[config.mk]
export PLATFORM = sky130hd
export DESIGN_NAME = mips_alu_seq
export DESIGN_NICKNAME = d
export VERILOG_FILES = /design/src/rtl/mips_alu_pkg.sv /design/src/rtl/mips_muldiv_unit.sv /design/src/rtl/mips_alu_seq.sv
export SDC_FILE = /design/constraint.sdc
export NUM_CORES = 1
export LEC_CHECK = 0
export CAP_MARGIN = 20
export CELL_PAD_IN_SITES_DETAIL_PLACEMENT = 0
export CELL_PAD_IN_SITES_GLOBAL_PLACEMENT = 1
export CORE_MARGIN = 2
export CORE_UTILIZATION = 48
export DETAILED_ROUTE_END_ITERATION = 16
export GPL_TIMING_DRIVEN = 0
export PLACE_DENSITY = 0.86
export SLEW_MARGIN = 20
export SYNTH_ARGS = -nofsm -noshare
export SYNTH_HDL_FRONTEND = slang
export SYNTH_SLANG_ARGS = --single-unit
[constraint.sdc]
create_clock -name clk -period 6.85 [get_ports clk]
set_input_delay 1.0275 -clock clk [delete_from_list [all_inputs] [get_ports clk]]
set_output_delay 1.0275 -clock clk [all_outputs]
set_load 0.02 [all_outputs]
[src/rtl/mips_alu_pkg.sv]
// Shared opcode/funct codes and the mul/div FSM encoding
// for the registered execute-stage ALU.
package mips_alu_pkg;

    localparam logic [5:0] OP_RTYPE = 6'b000000;

    localparam logic [5:0] FN_ADD   = 6'b100000;
    localparam logic [5:0] FN_ADDU  = 6'b100001;
    localparam logic [5:0] FN_SUB   = 6'b100010;
    localparam logic [5:0] FN_SUBU  = 6'b100011;
    localparam logic [5:0] FN_AND   = 6'b100100;
    localparam logic [5:0] FN_OR    = 6'b100101;
    localparam logic [5:0] FN_XOR   = 6'b100110;
    localparam logic [5:0] FN_NOR   = 6'b100111;
    localparam logic [5:0] FN_SLT   = 6'b101010;
    localparam logic [5:0] FN_SLTU  = 6'b101011;
    localparam logic [5:0] FN_MFHI  = 6'b010000;
    localparam logic [5:0] FN_MFLO  = 6'b010010;
    localparam logic [5:0] FN_MULT  = 6'b011000;
    localparam logic [5:0] FN_MULTU = 6'b011001;
    localparam logic [5:0] FN_DIV   = 6'b011010;
    localparam logic [5:0] FN_DIVU  = 6'b011011;

    typedef enum logic [2:0] {
        ST_IDLE = 3'd0,
        ST_MUL  = 3'd1,
        ST_DIV  = 3'd2,
        ST_FIX  = 3'd3,
        ST_DONE = 3'd4
    } md_state_t;

    function automatic logic is_muldiv(input logic [5:0] fn);
        return (fn == FN_MULT) || (fn == FN_MULTU) ||
               (fn == FN_DIV)  || (fn == FN_DIVU);
    endfunction

endpackage

[src/rtl/mips_muldiv_unit.sv]
// Iterative shift-add multiplier / restoring divider on
// sign magnitudes, with a final sign-fix step before HI/LO.
module mips_muldiv_unit
    import mips_alu_pkg::*;
#(
    parameter int WIDTH = 32,
    parameter int CNT_W = $clog2(WIDTH) + 1
) (
    input  logic             clk,
    input  logic             rst_n,
    input  logic             start,
    input  logic [5:0]       funct,
    input  logic [WIDTH-1:0] opa,
    input  logic [WIDTH-1:0] opb,
    output logic             idle,
    output logic             busy,
    output logic             done,
    output logic [WIDTH-1:0] res_hi,
    output logic [WIDTH-1:0] res_lo
);

    md_state_t state;
    md_state_t state_nxt;

    logic [CNT_W-1:0] cnt;
    logic [WIDTH-1:0] ph;
    logic [WIDTH-1:0] pl;
    logic [WIDTH-1:0] dvs;
    logic             op_mul;
    logic             neg_lo;
    logic             neg_hi;

    logic             sgn;
    logic             is_div;
    logic             a_neg;
    logic             b_neg;
    logic             div_zero;
    logic             last;
    logic [WIDTH-1:0] a_mag;
    logic [WIDTH-1:0] b_mag;
    logic [WIDTH:0]   msum;
    logic [WIDTH:0]   dshift;
    logic [WIDTH:0]   ddiff;
    logic [2*WIDTH-1:0] prod;
    logic [2*WIDTH-1:0] prod_fix;

    assign sgn      = (funct == FN_MULT) || (funct == FN_DIV);
    assign is_div   = (funct == FN_DIV) || (funct == FN_DIVU);
    assign a_neg    = sgn && opa[WIDTH-1];
    assign b_neg    = sgn && opb[WIDTH-1];
    assign a_mag    = a_neg ? -opa : opa;
    assign b_mag    = b_neg ? -opb : opb;
    assign div_zero = is_div && (opb == '0);
    assign last     = (cnt == CNT_W'(WIDTH - 1));

    assign msum   = {1'b0, ph} + (pl[0] ? {1'b0, dvs} : '0);
    assign dshift = {ph, pl[WIDTH-1]};
    assign ddiff  = dshift - {1'b0, dvs};

    assign prod     = {ph, pl};
    assign prod_fix = neg_lo ? -prod : prod;

    assign res_hi = op_mul ? prod_fix[2*WIDTH-1:WIDTH]
                           : (neg_hi ? -ph : ph);
    assign res_lo = op_mul ? prod_fix[WIDTH-1:0]
                           : (neg_lo ? -pl : pl);

    assign idle = (state == ST_IDLE);
    assign busy = (state == ST_MUL) || (state == ST_DIV) ||
                  (state == ST_FIX);
    assign done = (state == ST_FIX);

    // State register
    always_ff @(posedge clk) begin
        if (!rst_n) begin
            state <= ST_IDLE;
        end else begin
            state <= state_nxt;
        end
    end

    // Next state: divide by zero bypasses the iteration
    always_comb begin
        state_nxt = state;
        unique case (state)
            ST_IDLE: begin
                if (start) begin
                    if (!is_div) begin
                        state_nxt = ST_MUL;
                    end else if (div_zero) begin
                        state_nxt = ST_FIX;
                    end else begin
                        state_nxt = ST_DIV;
                    end
                end
            end
            ST_MUL:  if (last) state_nxt = ST_FIX;
            ST_DIV:  if (last) state_nxt = ST_FIX;
            ST_FIX:  state_nxt = ST_DONE;
            ST_DONE: state_nxt = ST_IDLE;
            default: state_nxt = ST_IDLE;
        endcase
    end

    // Operand latch and one iteration step per cycle
    always_ff @(posedge clk) begin
        if (!rst_n) begin
            cnt    <= '0;
            ph     <= '0;
            pl     <= '0;
            dvs    <= '0;
            op_mul <= 1'b0;
            neg_lo <= 1'b0;
            neg_hi <= 1'b0;
        end else begin
            unique case (state)
                ST_IDLE: begin
                    if (start) begin
                        cnt    <= '0;
                        dvs    <= b_mag;
                        op_mul <= !is_div;
                        if (div_zero) begin
                            ph     <= opa;
                            pl     <= '1;
                            neg_lo <= 1'b0;
                            neg_hi <= 1'b0;
                        end else begin
                            ph     <= '0;
                            pl     <= a_mag;
                            neg_lo <= a_neg ^ b_neg;
                            neg_hi <= a_neg;
                        end
                    end
                end
                ST_MUL: begin
                    cnt <= cnt + CNT_W'(1);
                    ph  <= msum[WIDTH:1];
                    pl  <= {msum[0], pl[WIDTH-1:1]};
                end
                ST_DIV: begin
                    cnt <= cnt + CNT_W'(1);
                    if (!ddiff[WIDTH]) begin
                        ph <= ddiff[WIDTH-1:0];
                        pl <= {pl[WIDTH-2:0], 1'b1};
                    end else begin
                        ph <= dshift[WIDTH-1:0];
                        pl <= {pl[WIDTH-2:0], 1'b0};
                    end
                end
                default: begin
                    cnt <= cnt;
                end
            endcase
        end
    end

endmodule

[src/rtl/mips_alu_seq.sv]
// Registered execute-stage ALU: single-cycle R-type ops plus
// a handshaked iterative mul/div unit owning HI/LO.
module mips_alu_seq
    import mips_alu_pkg::*;
#(
    parameter int WIDTH     = 32,
    parameter int MULDIV_EN = 1,
    parameter int CNT_W     = $clog2(WIDTH) + 1
) (
    input  logic             clk,
    input  logic             rst_n,
    input  logic             in_valid,
    output logic             in_ready,
    input  logic [WIDTH-1:0] indataout1,
    input  logic [WIDTH-1:0] indataout2,
    input  logic [5:0]       inopcode,
    input  logic [5:0]       infunct,
    output logic [WIDTH-1:0] aluresult,
    output logic             rw,
    output logic             ovf,
    output logic             illegal,
    output logic             busy,
    output logic [WIDTH-1:0] hi,
    output logic [WIDTH-1:0] lo
);

    localparam bit MD = (MULDIV_EN != 0);

    logic             fire;
    logic [WIDTH-1:0] a;
    logic [WIDTH-1:0] b;
    logic [WIDTH-1:0] sum;
    logic [WIDTH-1:0] dif;
    logic             add_ovf;
    logic             sub_ovf;
    logic             lt_s;
    logic             lt_u;

    logic [WIDTH-1:0] res;
    logic             wr;
    logic             ov;
    logic             ill;
    logic             md_go;

    logic             md_idle;
    logic             md_busy;
    logic             md_done;
    logic [WIDTH-1:0] md_hi;
    logic [WIDTH-1:0] md_lo;

    assign a = indataout1;
    assign b = indataout2;

    assign sum = a + b;
    assign dif = a - b;

    assign add_ovf = (a[WIDTH-1] == b[WIDTH-1]) &&
                     (sum[WIDTH-1] != a[WIDTH-1]);
    assign sub_ovf = (a[WIDTH-1] != b[WIDTH-1]) &&
                     (dif[WIDTH-1] != a[WIDTH-1]);

    assign lt_s = $signed(a) < $signed(b);
    assign lt_u = a < b;

    assign in_ready = md_idle;
    assign busy     = md_busy;
    assign fire     = in_valid && in_ready;

    // Decode: result, write strobe and flags for this op
    always_comb begin
        res   = '0;
        wr    = 1'b0;
        ov    = 1'b0;
        ill   = 1'b0;
        md_go = 1'b0;
        if (inopcode != OP_RTYPE) begin
            ill = 1'b1;
        end else begin
            unique case (1'b1)
                (infunct == FN_ADD): begin
                    res = sum;
                    ov  = add_ovf;
                    wr  = !add_ovf;
                end
                (infunct == FN_SUB): begin
                    res = dif;
                    ov  = sub_ovf;
                    wr  = !sub_ovf;
                end
                (infunct == FN_ADDU): begin
                    res = sum;
                    wr  = 1'b1;
                end
                (infunct == FN_SUBU): begin
                    res = dif;
                    wr  = 1'b1;
                end
                (infunct == FN_AND): begin
                    res = a & b;
                    wr  = 1'b1;
                end
                (infunct == FN_OR): begin
                    res = a | b;
                    wr  = 1'b1;
                end
                (infunct == FN_XOR): begin
                    res = a ^ b;
                    wr  = 1'b1;
                end
                (infunct == FN_NOR): begin
                    res = ~(a | b);
                    wr  = 1'b1;
                end
                (infunct == FN_SLT): begin
                    res[0] = lt_s;
                    wr     = 1'b1;
                end
                (infunct == FN_SLTU): begin
                    res[0] = lt_u;
                    wr     = 1'b1;
                end
                (MD && infunct == FN_MFHI): begin
                    res = hi;
                    wr  = 1'b1;
                end
                (MD && infunct == FN_MFLO): begin
                    res = lo;
                    wr  = 1'b1;
                end
                (MD && is_muldiv(infunct)): begin
                    md_go = 1'b1;
                end
                default: begin
                    ill = 1'b1;
                end
            endcase
        end
    end

    mips_muldiv_unit #(
        .WIDTH (WIDTH),
        .CNT_W (CNT_W)
    ) u_muldiv (
        .clk    (clk),
        .rst_n  (rst_n),
        .start  (fire && md_go),
        .funct  (infunct),
        .opa    (a),
        .opb    (b),
        .idle   (md_idle),
        .busy   (md_busy),
        .done   (md_done),
        .res_hi (md_hi),
        .res_lo (md_lo)
    );

    // Output registers; HI/LO load when the unit finishes
    always_ff @(posedge clk) begin
        if (!rst_n) begin
            aluresult <= '0;
            rw        <= 1'b0;
            ovf       <= 1'b0;
            illegal   <= 1'b0;
            hi        <= '0;
            lo        <= '0;
        end else begin
            rw      <= fire && wr;
            ovf     <= fire && ov;
            illegal <= fire && ill;
            if (fire && wr) begin
                aluresult <= res;
            end
            if (md_done) begin
                hi <= md_hi;
                lo <= md_lo;
            end
        end
    end

endmodule

---- Yosys cells after proc, flatten, opt, wreduce, memory -nomap -nowiden ----
Cells that the tools add are included.
Widths: inputs -> output; s select.
operators by class
  add/sub/neg operators ................... 10
  order comparisons ....................... 2
  eq/ne operators ......................... 26
  mux-type cells .......................... 36
  bitwise gates (word level) .............. 5
  reduce and logical (&&, ||, !) cells .... 34
operator list
  operator            count
  $mux 32             13
  $pmux 31 s8         1
  $pmux 32 s3         2
  $neg 32->32         4
  $lt 32x32->1        2
  $mux 64             1
  $neg 64->64         1
  $eq 6x6->1 const B  10
  $eq 6x5->1 const B  7
  $add 32x33->33      1
  $sub 33x32->33      1
  $add 32x32->32      1
  $and 32x32->32      1
  $logic_not 32->1    1
  $not 32->32         1
  $or 32x32->32       1
  $sub 32x32->32      1
  $xor 32x32->32      1
  $reduce_or 13->1    1
  $pmux 6 s2          1
  $logic_and 1x1->1   10
  $mux 1              10
  $pmux 1 s10         1
  $reduce_or 10->1    1
  other kinds (20)    39
word-level totals
  register bits ........................... 207
  bits of input ports ..................... 79
  output and inout port bits .............. 101
  word-level logic and storage cells ...... 127

---- Logic depth before layout (Yosys ltp) ----
  depth after elaboration ................. 9
  depth in mapped cells ................... 15

---- Modules after synthesis ----
A second synthesis with hierarchy kept.
unflattened totals
  cell total of the unflattened synthesis .. 2818
  area, all modules ....................... 20968.9 sq um
by module, submodules not included
  module            instances  cells an instance  area each (sq um)
  mips_muldiv_unit  1          1560               11239.5
  mips_alu_seq      1          1258               9729.3

---- Worst setup path after synthesis ----
No wires, ideal clock.
  kind .................................... input port to flip-flop
  start point ............................. in indataout2[8]
  end point ............................... reg aluresult[26]
  setup time .............................. 124 ps
  arrival time ............................ 3582 ps
  setup slack ............................. 3144 ps
  stages .................................. 12
  buffers on the path ..................... 1
  cells stage by stage .................... inv_1 > ha_1 > buf_2 > nor3_1 > o221ai_1 > a211oi_1 > o311ai_1 > a211oi_1 > a21oi_1 > or4b_2 > nand3_1 > mux2i_1
between the ends
  cells in the longest elaborated chain, start to end .. 7
RTL lines
  item                                                     RTL line                                source
  start: declaration                                       mips_alu_seq.sv:15                      input logic [WIDTH-1:0] indataout2,
  $sub 32x32->32 / $add 32x32->32 (equally long branches)  mips_alu_seq.sv:55, mips_alu_seq.sv:54
  $ne 1x1->1, on equally long branches                     mips_alu_seq.sv:60, mips_alu_seq.sv:58
  $logic_and 1x1->1, on equally long branches              mips_alu_seq.sv:59, mips_alu_seq.sv:57
  $logic_not 1->1, on equally long branches                mips_alu_seq.sv:88, mips_alu_seq.sv:83
  $pmux 1 s3                                               mips_alu_seq.sv:79                      unique case (1'b1)
  $mux 1                                                   mips_alu_seq.sv:76                      if (inopcode != OP_RTYPE) begin
  $logic_and 1x1->1                                        mips_alu_seq.sv:170                     if (fire && wr) begin
  end signal: assignment                                   mips_alu_seq.sv:171                     aluresult <= res;
  end: declaration                                         mips_alu_seq.sv:18                      output logic [WIDTH-1:0] aluresult,
Parallel ways exist; a longest one is shown, timed or not.
A chain may end at the register's enable or synchronous reset.

---- Worst setup path in the final report ----
  start point ............................. in indataout1[1]
  end point ............................... reg aluresult[23]
between the ends
  cells in the longest elaborated chain, start to end .. 7
RTL lines
  item                                                     RTL line                                source
  start: declaration                                       mips_alu_seq.sv:14                      input logic [WIDTH-1:0] indataout1,
  $sub 32x32->32 / $add 32x32->32 (equally long branches)  mips_alu_seq.sv:55, mips_alu_seq.sv:54
  $ne 1x1->1, on equally long branches                     mips_alu_seq.sv:60, mips_alu_seq.sv:58
  $logic_and 1x1->1, on equally long branches              mips_alu_seq.sv:59, mips_alu_seq.sv:57
  $logic_not 1->1, on equally long branches                mips_alu_seq.sv:88, mips_alu_seq.sv:83
  $pmux 1 s3                                               mips_alu_seq.sv:79
  $mux 1                                                   mips_alu_seq.sv:76
  $logic_and 1x1->1                                        mips_alu_seq.sv:170
Parallel ways exist; a longest one is shown, timed or not.

==> results.ini <==
[cells_and_area]
drive_gt1_share_pct=4.81
stdcell_count=3791
layout_commonest_cell=nor2_1
final_cell_mix=nor2_1 (323), a21oi_1 (281), o21ai_0 (212)
fin_nets=3441
n_antenna_cell=0
fillers=4307
syn_to_final_growth_pct=16.0

[routing]
ant_nets=0
drt_first_pass_iters=7
vias=26192
routed_wl_mm=113
vias_per_cell=6.91
wire_per_inst_um=29.8
drt-initial-drc-count=3556
remaining_drc_errors=0

[timing]
fin_ws_ns=1.01
finalSetupViolCount=0
period_share_pct=85.2
finalSetupTns_ns=0
min_period_ns=5.84
finalHoldViolCount=0
max_slew.worst_pin.slew_ns=1.34
fin_worst_skew_ns=0.0394
grt_setup_unrepaired=false
slew_headroom_pct=10.4
clock.fmax_ghz=0.171
holdWs_ns=0.458
slew_violations=0

[die]
dieHeight_um=216
core_region_area_um2=44200
rows=77
start_util_pct=48.6
fp.dieW_um=216
boundaryPins=180
die-area_um2=46500

[cts]
clockBufferDepth=3
cts_inserted_buffers=26
h-tree-depth=1
path_clk_slew_ns=0.05
clockRootBuffer=clkbuf_16
cts_setup_buffers=0
cts.repair.resized=0
cts_tree=done
clk_latency_ns=0.60
clkSinkCount=207
cts_hold_buffers=0

[run_status]
outcome=complete, no violations

[power]
p_per_area_nw_per_um2=305
power_mw=7.59
vdd_drop_max_mv=0.532
p_leak_nw=9.62

[critical_path]
cp_max_fo=10
cp-end-kind=flip-flop
worstPathRequired_ns=7.34
regToRegSetupSlack_ns=1.95
arrival_ns=6.33
path_class=primary input to flip-flop
startpoint_type=primary input

[synthesis]
syn_inst=2972
yosys-top-cells-area=dfxtp_1 (19%), ha_1 (10%), a21oi_1 (6.5%)
synth-seq-cells=207
synth.distinct_cells=94
async_flop_share_pct=0
syn_nets=3234
syn_avg_cell_area_um2=7.23
synth_area_leader_cell=dfxtp_1
yosysWarnings=0
syn_area_um2=21500
synth_ff_type=dfxtp_1
synth-seq-area-share_pct=19.3
post-synth-top-area-fraction_pct=19.3
synth_edf_count=0

[placed_design]
hpwl_mm=91.2
dp_slack_ns=0.677
dp_cells=3743
numPortBuffers=178
gp_congestion=1.07

[global_route]
grt_pass1_vias=24484
grt_util_all_layers_pct=46.8
grt_max_degree=14
globalRoute.totalOverflow=0
antenna_found_initial=2
grt_pass1_wl_mm=163

[hold_path]
hold_path.class=flip-flop to flip-flop

[run]
maxCapViolCount=0

-- through the flow --
| step | cell area (µm²) | utilization [%] |
|---|---|---|
| final | 24900 | 56.4 |
| after global routing | 24900 | 56.4 |
| after floorplan | 21500 | - |
| after CTS | 24900 | 56.4 |
| after global placement | 24000 | 54.3 |
| after detailed placement | 24000 | 54.4 |
-- cell usage after synthesis, types with 12 or more instances --
library cell,instances
a211o_1,12
a211oi_1,126
a21o_1,40
a21oi_1,281
a221o_1,12
a221oi_1,74
a22oi_1,36
a311oi_1,16
a31oi_1,48
and2_1,16
and3_1,26
buf_1,14
buf_2,25
clkbuf_1,167
dfxtp_1,207
ha_1,179
inv_1,159
mux2i_1,21
nand2_1,187
nand2b_1,28
nand3_1,72
nand4_1,34
nor2_1,324
nor2b_1,24
nor3_1,81
nor4_1,25
o211ai_1,34
o21a_1,18
o21ai_0,212
o22ai_1,18
o31ai_1,47
o41ai_1,14
or2_2,12
or3_1,28
or4_1,13
xnor2_1,112
xor2_1,52
-- sequential cells by signal, indices dropped and copies added (netlist names) --
signal	count
rw	1
ovf	1
illegal	1
u_muldiv.state	3
u_muldiv.neg_lo	1
u_muldiv.ph	32
u_muldiv.neg_hi	1
u_muldiv.op_mul	1
u_muldiv.cnt	6
hi	32
u_muldiv.dvs	32
u_muldiv.pl	32
aluresult	32
lo	32
-- routing by layer --
metal  GRT usage (%)  vias up  wire length (µm)  part of all wire (%)
met2            73.0     1945             48600                    43
met5               0        -                14                 0.012
met3            9.02      486             13100                    12
li1                -    11451                 -                     -
met4            37.5        2             10600                   9.3
met1            56.3    12308             40900                    36
-- area by class of cell --
class	count	area, µm²	share of cell area (%)
Clock inverter	16	178	0.712
Tap cell	592	741	2.97
Sequential cell	207	4140	16.6
Clock buffer	32	713	2.86
Timing Repair Buffer	179	1790	7.17
Buffer	212	862	3.46
Multi-Input combinational cell	2393	15900	63.8
Inverter	160	601	2.41
-- power breakdown --
| group | switching (mW) | internal (mW) |
|---|---|---|
| registers | 0.170 | 1.29 |
| logic | 3.05 | 1.60 |
| clock network | 0.623 | 0.856 |
-- cells by family (layout without fill, tap and decap cells) --
family                   count (synthesis)  count (layout)  share of synthesized area (%)
buffers and inverters                  372             599                           6.80
XOR/XNOR                               164             164                           6.68
AO/OA/AOI/OAI                         1091            1091                           33.7
adder cells (fa/ha/maj)                183             183                           10.8
flip-flops                             207             207                           19.3
AND/OR/NAND/NOR                        922             922                           21.0
multiplexers                            33              33                           1.69
-- worst paths after layout --
path / startpoint / endpoint / cells after the start
worst max-delay path: indataout1[1] / aluresult[23]$_SDFFE_PN0P_ / 13
worst min register to register: aluresult[26]$_SDFFE_PN0P_ / aluresult[26]$_SDFFE_PN0P_ / 2
worst min-delay path: aluresult[26]$_SDFFE_PN0P_ / aluresult[26]$_SDFFE_PN0P_ / 2
worst max register to register: u_muldiv.state[2]$_SDFFE_PN0P_ / u_muldiv.ph[9]$_SDFFE_PN0P_ / 9
-- worst max-delay path: stages --
cell,delay [ns]
clkdlybuf4s50_1,0.93
inv_1,0.40
ha_1,0.45
nor2_1,0.19
o311ai_1,0.16
a211oi_2,0.45
a21oi_1,0.28
a211oi_1,0.62
nor3_1,0.21
nor3_4,0.61
clkbuf_1,0.56
o32ai_1,0.20
a21oi_1,0.20
No activity file was read; power rests on OpenSTA's default activity.
